[config.mk]
export PLATFORM = sky130hd
export DESIGN_NAME = sonic_pcs_pg_prbs_generator_flat
export DESIGN_NICKNAME = d
export VERILOG_FILES = /design/src/rtl/sonic_pcs_pg_pkg.sv /design/src/rtl/sonic_pcs_pg_if.sv /design/src/rtl/sonic_pcs_pg_lfsr_step.sv /design/src/rtl/sonic_pcs_pg_prbs_generator.sv /design/src/flat_wrapper.sv
export SDC_FILE = /design/constraint.sdc
export NUM_CORES = 1
export LEC_CHECK = 0
export BUFFER_PORTS_ARGS = -buffer_cell sky130_fd_sc_hd__buf_2
export CORE_ASPECT_RATIO = 1.2
export CORE_MARGIN = 8
export CORE_UTILIZATION = 40
export CTS_CLUSTER_DIAMETER = 120
export DETAILED_ROUTE_END_ITERATION = 8
export PLACE_DENSITY_LB_ADDON = 0.3
export SETUP_SLACK_MARGIN = 0.05
export SYNTH_ARGS = -nofsm -noshare
export SYNTH_HDL_FRONTEND = slang
export SYNTH_HIERARCHICAL = 1
export SYNTH_SLANG_ARGS = --single-unit
[constraint.sdc]
create_clock -name clk -period 5.6 [get_ports clk]
set_input_delay 1.12 -clock clk [delete_from_list [all_inputs] [get_ports clk]]
set_output_delay 1.12 -clock clk [all_outputs]
set_load 0.01 [all_outputs]
[src/rtl/sonic_pcs_pg_pkg.sv]
// Shared types and polynomial constants for the PCS pattern-generator PRBS source.
package sonic_pcs_pg_pkg;

  typedef enum logic [1:0] {
    PAT_PRBS7   = 2'd0,
    PAT_PRBS15  = 2'd1,
    PAT_PRBS31  = 2'd2,
    PAT_CLK1010 = 2'd3
  } pattern_e;

  typedef enum logic [1:0] {
    ST_IDLE,
    ST_SEED,
    ST_RUN
  } state_e;

  localparam int unsigned LFSR_W = 31;

  // Polynomial x^ORDER + x^TAP + 1; both terms are tapped in Fibonacci form
  localparam int unsigned PRBS7_ORDER  = 7;
  localparam int unsigned PRBS7_TAP    = 6;
  localparam int unsigned PRBS15_ORDER = 15;
  localparam int unsigned PRBS15_TAP   = 14;
  localparam int unsigned PRBS31_ORDER = 31;
  localparam int unsigned PRBS31_TAP   = 28;

  function automatic logic [LFSR_W-1:0] order_mask(input pattern_e p);
    logic [31:0] m;
    case (p)
      PAT_PRBS7:  m = (32'd1 << PRBS7_ORDER)  - 32'd1;
      PAT_PRBS15: m = (32'd1 << PRBS15_ORDER) - 32'd1;
      PAT_PRBS31: m = (32'd1 << PRBS31_ORDER) - 32'd1;
      default:    m = '1;
    endcase
    return m[LFSR_W-1:0];
  endfunction

  function automatic logic feedback(input logic [LFSR_W-1:0] s, input pattern_e p);
    case (p)
      PAT_PRBS7:  return s[PRBS7_ORDER-1]  ^ s[PRBS7_TAP-1];
      PAT_PRBS15: return s[PRBS15_ORDER-1] ^ s[PRBS15_TAP-1];
      PAT_PRBS31: return s[PRBS31_ORDER-1] ^ s[PRBS31_TAP-1];
      default:    return 1'b0;
    endcase
  endfunction

endpackage

[src/rtl/sonic_pcs_pg_if.sv]
// Pattern-select input stream and generated-word output stream of the PRBS generator.
interface sonic_pcs_pg_if #(
  parameter int unsigned DATA_WIDTH = 40
);
  logic [1:0]            in_data;
  logic                  in_valid;
  logic                  in_ready;
  logic [DATA_WIDTH-1:0] out_data;
  logic                  out_valid;
  logic                  out_ready;

  modport master (
    output in_data, in_valid, out_ready,
    input  in_ready, out_data, out_valid
  );

  modport slave (
    input  in_data, in_valid, out_ready,
    output in_ready, out_data, out_valid
  );
endinterface

[src/rtl/sonic_pcs_pg_lfsr_step.sv]
// Combinational DATA_WIDTH-step parallel LFSR; bits[0] is the first bit generated.
module sonic_pcs_pg_lfsr_step
  import sonic_pcs_pg_pkg::*;
#(
  parameter int unsigned DATA_WIDTH = 40
) (
  input  logic [LFSR_W-1:0]     state,
  input  pattern_e              pattern,
  output logic [LFSR_W-1:0]     next_state,
  output logic [DATA_WIDTH-1:0] bits
);

  logic [LFSR_W-1:0] s;
  logic              fb;

  always_comb begin
    s          = state;
    fb         = 1'b0;
    bits       = '0;
    next_state = state;
    if (pattern == PAT_CLK1010) begin
      for (int unsigned i = 0; i < DATA_WIDTH; i++) begin
        bits[i] = i[0];
      end
    end else begin
      for (int unsigned i = 0; i < DATA_WIDTH; i++) begin
        fb      = feedback(s, pattern);
        bits[i] = fb;
        s       = {s[LFSR_W-2:0], fb};
      end
      // Bits above the polynomial order carry shifted-out history; drop them
      next_state = s & order_mask(pattern);
    end
  end

endmodule

[src/rtl/sonic_pcs_pg_prbs_generator.sv]
// PRBS7/15/31 and 1010 clock-pattern word source with delivered-word counter.
// Optional bit-0 error injection is built when SONIC_PCS_PG_ERR_INJECT_EN is defined.
module sonic_pcs_pg_prbs_generator
  import sonic_pcs_pg_pkg::*;
#(
  parameter int unsigned       DATA_WIDTH = 40,
  parameter int unsigned       CNT_WIDTH  = 32,
  parameter logic [LFSR_W-1:0] SEED       = '1
) (
  input  logic                 clk,
  input  logic                 reset_n,
  sonic_pcs_pg_if.slave        st,
  input  logic                 enable,
`ifdef SONIC_PCS_PG_ERR_INJECT_EN
  input  logic                 inject_err,
`endif
  output logic [CNT_WIDTH-1:0] word_count,
  output logic [1:0]           pattern
);

  state_e                state;
  pattern_e              pat_q;
  pattern_e              sel;
  logic [LFSR_W-1:0]     lfsr;
  logic [LFSR_W-1:0]     step_in;
  logic [LFSR_W-1:0]     step_next;
  logic [DATA_WIDTH-1:0] step_bits;
  logic [DATA_WIDTH-1:0] data_q;
  logic                  valid_q;
  logic                  ready_q;
  logic [CNT_WIDTH-1:0]  count_q;
  logic                  transfer;
  logic                  accept;
  logic                  lfsr_zero;

  assign sel       = pattern_e'(st.in_data);
  assign transfer  = valid_q & st.out_ready;
  assign accept    = st.in_valid & ready_q;
  assign lfsr_zero = (lfsr & order_mask(pat_q)) == '0;
  // SEED and lockup recovery both generate straight from SEED in the same cycle
  assign step_in   = (state == ST_SEED || lfsr_zero) ? SEED : lfsr;

  sonic_pcs_pg_lfsr_step #(
    .DATA_WIDTH(DATA_WIDTH)
  ) u_step (
    .state      (step_in),
    .pattern    (pat_q),
    .next_state (step_next),
    .bits       (step_bits)
  );

  always_ff @(posedge clk or negedge reset_n) begin
    if (!reset_n) begin
      state   <= ST_IDLE;
      pat_q   <= PAT_PRBS7;
      lfsr    <= SEED;
      data_q  <= '0;
      valid_q <= 1'b0;
      ready_q <= 1'b0;
      count_q <= '0;
    end else begin
      if (transfer) begin
        count_q <= count_q + CNT_WIDTH'(1);
      end
      case (state)
        ST_IDLE: begin
          valid_q <= 1'b0;
          ready_q <= 1'b1;
          if (accept) begin
            pat_q   <= sel;
            state   <= ST_SEED;
            ready_q <= 1'b0;
          end
        end
        ST_SEED: begin
          lfsr    <= step_next;
          data_q  <= step_bits;
          valid_q <= enable;
          ready_q <= 1'b1;
          state   <= ST_RUN;
        end
        ST_RUN: begin
          ready_q <= 1'b1;
          if (accept && sel != pat_q) begin
            pat_q   <= sel;
            state   <= ST_SEED;
            valid_q <= 1'b0;
            ready_q <= 1'b0;
          end else begin
            valid_q <= enable;
            if (transfer) begin
              lfsr   <= step_next;
              data_q <= step_bits;
            end else if (lfsr_zero) begin
              lfsr <= SEED;
            end
          end
        end
        default: begin
          state   <= ST_IDLE;
          valid_q <= 1'b0;
          ready_q <= 1'b0;
        end
      endcase
    end
  end

`ifdef SONIC_PCS_PG_ERR_INJECT_EN
  logic err_flag;

  // A pulse arriving with the clearing transfer re-arms only if the flag was clear
  always_ff @(posedge clk or negedge reset_n) begin
    if (!reset_n) begin
      err_flag <= 1'b0;
    end else begin
      err_flag <= err_flag ? ~transfer : inject_err;
    end
  end

  assign st.out_data = {data_q[DATA_WIDTH-1:1], data_q[0] ^ err_flag};
`else
  assign st.out_data = data_q;
`endif

  assign st.out_valid = valid_q;
  assign st.in_ready  = ready_q;
  assign word_count   = count_q;
  assign pattern      = pat_q;

endmodule

[src/flat_wrapper.sv]
// flat-port wrapper written by rule: the top's interface ports become plain ports
module sonic_pcs_pg_prbs_generator_flat import sonic_pcs_pg_pkg::*;
#(
  parameter int unsigned       DATA_WIDTH = 40,
  parameter int unsigned       CNT_WIDTH  = 32,
  parameter logic [LFSR_W-1:0] SEED       = '1
)
  (clk, reset_n, enable, word_count, pattern, st_in_data, st_in_valid, st_out_ready, st_in_ready, st_out_data, st_out_valid);
  sonic_pcs_pg_if #(.DATA_WIDTH(DATA_WIDTH)) st_i ();
  input  logic clk;
  input  logic reset_n;
  input  logic enable;
  output logic [CNT_WIDTH-1:0] word_count;
  output logic [1:0] pattern;
  input wire logic [$bits(st_i.in_data)-1:0] st_in_data;
  input wire logic [$bits(st_i.in_valid)-1:0] st_in_valid;
  input wire logic [$bits(st_i.out_ready)-1:0] st_out_ready;
  output wire logic [$bits(st_i.in_ready)-1:0] st_in_ready;
  output wire logic [$bits(st_i.out_data)-1:0] st_out_data;
  output wire logic [$bits(st_i.out_valid)-1:0] st_out_valid;
  assign st_i.in_data = st_in_data;
  assign st_i.in_valid = st_in_valid;
  assign st_i.out_ready = st_out_ready;
  assign st_in_ready = st_i.in_ready;
  assign st_out_data = st_i.out_data;
  assign st_out_valid = st_i.out_valid;
  sonic_pcs_pg_prbs_generator #(.DATA_WIDTH(DATA_WIDTH), .CNT_WIDTH(CNT_WIDTH), .SEED(SEED)) u_core (.clk(clk), .reset_n(reset_n), .st(st_i), .enable(enable), .word_count(word_count), .pattern(pattern));
endmodule
# Word-level counts from Yosys, hierarchy flattened
# Index checks and enable logic that the tools add are counted.
[totals]
regBits = 109
output_inout_bits = 76
inputBits = 7
elab_cells = 225
[classes]
n_eq_ne = 11
bitwise = 92
add_sub_neg = 1
n_mux = 103
reduce_logical = 11
[op_table]
columns = ["op", "n"]
rows = [
  ["$mux W31", 6],
  ["$pmux W1 S3", 41],
  ["$mux W40", 3],
  ["$pmux W31 S3", 1],
  ["$xor A1 B1 Y1", 88],
  ["$pmux W40 S2", 1],
  ["$and A31 B31 Y31", 2],
  ["$pmux W31 S2", 1],
  ["$mux W1", 43],
  ["$add A32 B1 Y32 const B", 1],
  ["$logic_not A31 Y1", 1],
  ["$reduce_and A3 Y1", 3],
  ["$mux W2", 4],
  ["$eq A2 B2 Y1 const B", 3],
  ["$ne A2 B1 Y1 const B", 3],
  ["$pmux W2 S3", 1],
  ["$eq A2 B1 Y1 const B", 2],
  ["$logic_not A2 Y1", 2],
  ["$pmux W2 S2", 1],
  ["$reduce_bool A2 Y1", 2],
  ["$ne A3 B1 Y1 const B", 1],
  ["$and A1 B1 Y1", 2],
  ["$ne A2 B2 Y1", 1],
  ["$ne A2 B2 Y1 const B", 1],
  ["4 further kinds", 4],
]

# Longest topological paths before layout
[logic_depth]
ltp_word = 32
depth_mapped = 19

# Hierarchy
# The synthesis kept the hierarchy.
[by_module_without_submodules]
columns = ["mod", "seq_area_each_um2", "instances", "area_per_inst_um2", "cells_each"]
rows = [
  ["sonic_pcs_pg_prbs_generator", 2766.4, 1, 5418.9, 478],
  ["sonic_pcs_pg_lfsr_step", 0.0, 1, 2676.3, 392],
]

# Least setup slack after synthesis
# Ideal clock, no wire load.
[synth_path]
path_kind = "reg2reg"
startpoint = "register u_core.lfsr[11]"
endpoint = "register u_core.data_q[38], in the netlist u_core/st.out_data[38]"
setup_time_ns = 0.125
t_required_ns = 5.475
stages_incl_launch_ff = 17
arrival_ns = 4.299
slack_ns = 1.176
path_buffers = 2
path_cell_list = "dfstp_2 or4_1 o22ai_2 and3_1 clkbuf_1 or3_1 buf_2 xor2_1 a22oi_1 and3_1 nor3b_1 mux2i_1 xnor3_1 mux2i_1 mux2i_1 nand2b_1 mux2_4"
[synth_via]
elab_chain_len = 29
elab_cells_between_ends = 126
[synth_rtl]
columns = ["item", "line", "source"]
rows = [
  ["start, declared", "sonic_pcs_pg_prbs_generator.sv:24", "logic [LFSR_W-1:0] lfsr;"],
  ["start signal, assigned", "sonic_pcs_pg_prbs_generator.sv:76", "lfsr <= step_next;"],
  ["start signal, assigned", "sonic_pcs_pg_prbs_generator.sv:92", "lfsr <= step_next;"],
  ["$and A31 B31 Y31 *", "sonic_pcs_pg_prbs_generator.sv:39", "assign lfsr_zero = (lfsr & order_mask(pat_q)) == '0;"],
  ["$logic_not A31 Y1 *", "sonic_pcs_pg_prbs_generator.sv:39", ""],
  ["$logic_or A1 B1 Y1 *", "sonic_pcs_pg_prbs_generator.sv:41", "assign step_in = (state == ST_SEED || lfsr_zero) ? SEED : lfsr;"],
  ["$mux W31 *", "sonic_pcs_pg_prbs_generator.sv:41", ""],
  ["via u_core.step_in[13]", "sonic_pcs_pg_prbs_generator.sv:25", "logic [LFSR_W-1:0] step_in;"],
  ["$xor A1 B1 Y1", "sonic_pcs_pg_pkg.sv:41", "PAT_PRBS15: return s[PRBS15_ORDER-1] ^ s[PRBS15_TAP-1];"],
  ["$pmux W1 S3", "sonic_pcs_pg_pkg.sv:39", "case (p)"],
  ["$mux W1", "sonic_pcs_pg_lfsr_step.sv:21", "if (pattern == PAT_CLK1010) begin"],
  ["(+15 left out)", "--", ""],
  ["$xor A1 B1 Y1", "sonic_pcs_pg_pkg.sv:40", "PAT_PRBS7: return s[PRBS7_ORDER-1] ^ s[PRBS7_TAP-1];"],
  ["$pmux W1 S3 *", "sonic_pcs_pg_pkg.sv:39", ""],
  ["$mux W1 *", "sonic_pcs_pg_lfsr_step.sv:21", ""],
  ["$mux W40 *", "sonic_pcs_pg_lfsr_step.sv:21", ""],
  ["via u_core.step_bits[38]", "sonic_pcs_pg_prbs_generator.sv:27", "logic [DATA_WIDTH-1:0] step_bits;"],
  ["$mux W40", "sonic_pcs_pg_prbs_generator.sv:91", "if (transfer) begin"],
  ["$mux W40", "sonic_pcs_pg_prbs_generator.sv:84", "if (accept && sel != pat_q) begin"],
  ["$pmux W40 S2 *", "sonic_pcs_pg_prbs_generator.sv:65", "case (state)"],
  ["end signal, assigned", "sonic_pcs_pg_prbs_generator.sv:77", "data_q <= step_bits;"],
  ["end signal, assigned", "sonic_pcs_pg_prbs_generator.sv:93", "data_q <= step_bits;"],
  ["end, declared", "sonic_pcs_pg_prbs_generator.sv:28", "logic [DATA_WIDTH-1:0] data_q;"],
]
# Mark *: on every way through the listed nets, which the timed path passes. The rest lies on a longest branch. The select of a mux whose other input is x is not followed.
# A chain may end at the register's enable or synchronous reset.

# Final worst setup path
[layout_path]
startpoint = "register u_core.lfsr[11]"
endpoint = "register u_core.data_q[39], in the netlist u_core/st.out_data[39]"
[layout_via]
elab_chain_len = 29
elab_cells_between_ends = 130
[layout_rtl]
columns = ["item", "line", "source"]
rows = [
  ["$and A31 B31 Y31 *", "sonic_pcs_pg_prbs_generator.sv:39", ""],
  ["$logic_not A31 Y1 *", "sonic_pcs_pg_prbs_generator.sv:39", ""],
  ["$logic_or A1 B1 Y1 *", "sonic_pcs_pg_prbs_generator.sv:41", ""],
  ["$mux W31 *", "sonic_pcs_pg_prbs_generator.sv:41", ""],
  ["via u_core.step_in[27]", "sonic_pcs_pg_prbs_generator.sv:25", ""],
  ["$xor A1 B1 Y1", "sonic_pcs_pg_pkg.sv:42", "PAT_PRBS31: return s[PRBS31_ORDER-1] ^ s[PRBS31_TAP-1];"],
  ["$pmux W1 S3", "sonic_pcs_pg_pkg.sv:39", ""],
  ["$mux W1", "sonic_pcs_pg_lfsr_step.sv:21", ""],
  ["(+15 left out)", "--", ""],
  ["$xor A1 B1 Y1", "sonic_pcs_pg_pkg.sv:40", ""],
  ["$pmux W1 S3 *", "sonic_pcs_pg_pkg.sv:39", ""],
  ["$mux W1 *", "sonic_pcs_pg_lfsr_step.sv:21", ""],
  ["$mux W40 *", "sonic_pcs_pg_lfsr_step.sv:21", ""],
  ["via u_core.step_bits[39]", "sonic_pcs_pg_prbs_generator.sv:27", ""],
  ["$mux W40", "sonic_pcs_pg_prbs_generator.sv:91", ""],
  ["$mux W40", "sonic_pcs_pg_prbs_generator.sv:84", ""],
  ["$pmux W40 S2 *", "sonic_pcs_pg_prbs_generator.sv:65", ""],
]
# Marked as above.

==> out/summary.txt <==
number of buffers inserted during clock tree synthesis -> 9
series of cell instances along the critical path -> or4_1 -> o22ai_2 -> and3_1 -> buf_4 -> or3_1 -> xor2_1 -> a22oi_1 -> and3_1 -> nor3b_1 -> mux2i_1 -> xnor3_1 -> mux2i_1 -> xnor2_1 -> o22ai_1 -> mux2_4
critical path startpoint category -> register
final setup skew -> 11.6 ps
Yosys top cell by area -> dfrtp_1
Core Region -> 20,000 sq um
count of fill cells added during filler insertion -> 1,945
outcome -> complete, no violations
boundary pin count -> 83
max-capacitance violation count -> 0
count of vias placed by the detailed router -> 6,813
floorplan die area -> 25,100 sq um
post-CTS setup buffer count -> 0
Post-Syn Area -> 8100 sq um
count of routing violations after the opening detailed-route iteration -> 698
TritonCTS clock tree -> done
overall global routing resource usage -> 19.3%
logic depth of the worst setup path including buffers -> 15
Post-synth EDFFs -> 0
final period demand of the worst path -> 5150 ps
highest fanout seen on the critical path -> 17
overall overflow remaining after global route -> 0
number of levels the H-tree was split into -> 3
cell types occupying the most area after synthesis -> dfrtp_1 24%, dfstp_2 10%, xnor2_1 9.0%
vias in the first global route -> 6,481
total negative setup slack -> 0 ps
width of the chip -> 146 um
drt first pass iters -> 6
Hold Path Class -> register to register
Worst Hold Depth -> 1
number of antenna violations at the first check in global routing -> 0
count of non-filler cells in the finished layout -> 1,176
post-detailed-route wirelength per cell -> 20.8 um
data arrival time of the worst path -> 5400 ps
clock sinks -> 109
Cells after DPL -> 1,160
synthesized instance count -> 870
maximum number of pins on one net before global-route repair -> 62
Initial Utilization -> 40.4%
fmax -> 194 MHz
fraction of layout cells with a size suffix above 1 -> 23.3%
share of the synthesized area in the top cell type -> 24.1%
FP Rows -> 57
worst hold-check slack -> 470 ps
global-route wire length before repair -> 38,400 um
Avg Cell Area, Syn -> 9.30 sq um
Detail Route Antenna Nets -> 0
post-detailed-route via-to-cell ratio -> 5.79
RSZ-0062 raised after global routing -> false
ant diodes -> 0
summed area of non-filler cells in the final layout -> 8920 sq um
critical path's largest stage delay -> 540 ps
hold buffer count at CTS -> 0
CTS clock-pin slew for the worst setup and hold paths -> 80 ps
cell class contributing the biggest share of worst-path delay -> simple AND/OR/NAND/NOR gates
final setup vio count -> 0
# port buffers -> 82
detailed placer's ending HPWL -> 17,700 um
cell area reported after detailed placement -> 8620 sq um
area grow syn2layout -> 10.2%
Gates resized, CTS repair -> 0
remaining design rule violation count -> 0
latest clock arrival within the worst-skew pair -> 360 ps
Syn. warnings -> 6
Max clock buf depth -> 2
depth of the most critical reg-to-reg path -> 15
number of distinct standard cells referenced by the synthesized netlist -> 68
final weighted congestion in routability-driven placement -> 0.969
wire length after detailed routing -> 24,500 um
data required time at the worst endpoint -> 5850 ps
post-synthesis sequential element count -> 109
buffers plus inverters on the worst setup path -> 1
net count after synthesis -> 882
Nets -> 918
measured slew at the worst slew-check pin -> 1250 ps
worst-path cell with the longest stage delay -> or4_1
fraction of registers with async set or reset after synthesis -> 100%
final number of max-transition violations -> 0
cell at the root of the clock tree -> clkbuf_16
Max-Slew Margin vs Limit -> 16.5%
most used flip-flop cell after synthesis -> dfrtp_1
sequential fraction of the synthesis area -> 34.2%
crit end category -> register
period utilization -> 91.9%
chip height -> 172 um
Hold Vio Cnt, Final -> 0
class of the most critical setup path -> register to register
-- layout make-up --
class | instances | area (sq um) | share of cell area (%)
well taps | 265 | 332 | 3.72
inverters | 50 | 188 | 2.10
repair buffers | 105 | 586 | 6.57
flip-flops and latches | 109 | 2770 | 31.0
multi-input cells | 631 | 4740 | 53.2
clock buffers | 9 | 225 | 2.53
clock inverters | 7 | 77.6 | 0.870
-- worst register-to-register path, delay by kind of cell (launching register included) --
family,cells,cell delay [ps]
multiplexers,3,1040
AO/OA/AOI/OAI,3,500
XOR/XNOR,3,980
AND/OR/NAND/NOR,5,1880
buffers and inverters,1,270
flip-flops,1,380
-- metrics by stage --
stage,utilization [%],setup WS [ps]
2_1_floorplan,-,1180
3_3_place_gp,43.0,692
3_5_place_dp,43.0,614
4_1_cts,44.5,567
5_1_grt,44.5,318
6_report,44.5,452
-- flip-flops by register name, indices dropped and copies added, names as in the netlist --
signal,count
u_core/st.out_data,40
u_core/word_count,32
u_core/lfsr,31
u_core/pattern,2
u_core/state,2
u_core/st.in_ready,1
u_core/st.out_valid,1
-- cell usage after synthesis, types with 3 or more instances --
cell	n
xnor2_1	83
dfrtp_1	78
nand2_1	69
a21oi_1	60
inv_1	50
xor2_1	49
clkbuf_1	44
mux2_4	39
nor2_1	36
a211oi_1	32
or3_1	32
a311oi_1	31
dfstp_2	31
nor3_1	20
o21ai_0	17
o22ai_1	17
buf_2	16
mux2i_1	10
o211a_1	10
and3_1	9
nand3_1	9
buf_4	8
nand4_1	8
a21o_1	7
buf_6	7
nand2b_1	7
and4_1	6
a22oi_1	5
ha_1	5
nor4_1	5
o211ai_1	5
o21bai_1	5
o221ai_1	4
a31oi_1	3
buf_1	3
mux2_2	3
nor2b_1	3
o21ai_1	3
or4_1	3
xnor3_1	3
-- final timing paths --
path                       slack (ps)             startpoint                      to
max                               450        u_core/lfsr[11]  u_core/st.out_data[39]
min                               470  u_core/word_count[31]   u_core/word_count[31]
max reg2reg                       450        u_core/lfsr[11]  u_core/st.out_data[39]
min reg2reg                       470  u_core/word_count[31]   u_core/word_count[31]
max in group asynchronous        4030                reset_n  u_core/st.out_data[23]
min in group asynchronous         670                reset_n   u_core/st.out_data[2]
-- kinds of logic (layout without fill, tap and decap cells) --
kind of cell    Yosys count  after routing  share of synthesized area [%]
compound gates          220            220                           19.4
fa+ha+maj                 5              5                          0.773
mux                      53             53                           9.03
flops                   109            109                           34.2
buf+inv                 130            171                           7.37
simple gates            213            213                           13.0
xor+xnor                140            140                           16.3
-- layer usage --
layer / part of all wire [%] / up-vias / wire, um / GRT usage, %
li1: - / 3168 / - / -
met1: 42 / 3267 / 10300 / 25.1
met2: 47 / 335 / 11600 / 31.4
met3: 7.5 / 43 / 1830 / 3.08
met4: 3.0 / 0 / 723 / 7.93
met5: 0 / - / 0 / 0
-- cell usage in the layout, fill, tap and decap left out, types with 4 or more instances in the layout --
cell type	synthesis	layout
dfstp_2	31	31
nand4_1	8	8
buf_2	16	81
mux2i_1	10	10
nor2_1	36	36
o22ai_1	17	17
nor4_1	5	5
buf_4	8	24
nand2_1	69	69
mux2_4	39	39
and3_1	9	8
or3_1	32	32
o21bai_1	5	5
dfrtp_1	78	77
o21ai_0	17	17
o211a_1	10	10
xnor2_1	83	83
nand2b_1	7	7
o211ai_1	5	5
a211oi_1	32	32
nand3_1	9	9
clkbuf_16	0	9
inv_1	50	50
a21o_1	7	7
and4_1	6	6
xor2_1	49	49
a21oi_1	60	60
o221ai_1	4	4
nor3_1	20	20
a311oi_1	31	31
a22oi_1	5	5
ha_1	5	5
Power is left out: the tool's default activity adds up to more than one toggle a clock period on the data nets, which glitch-free logic cannot reach.
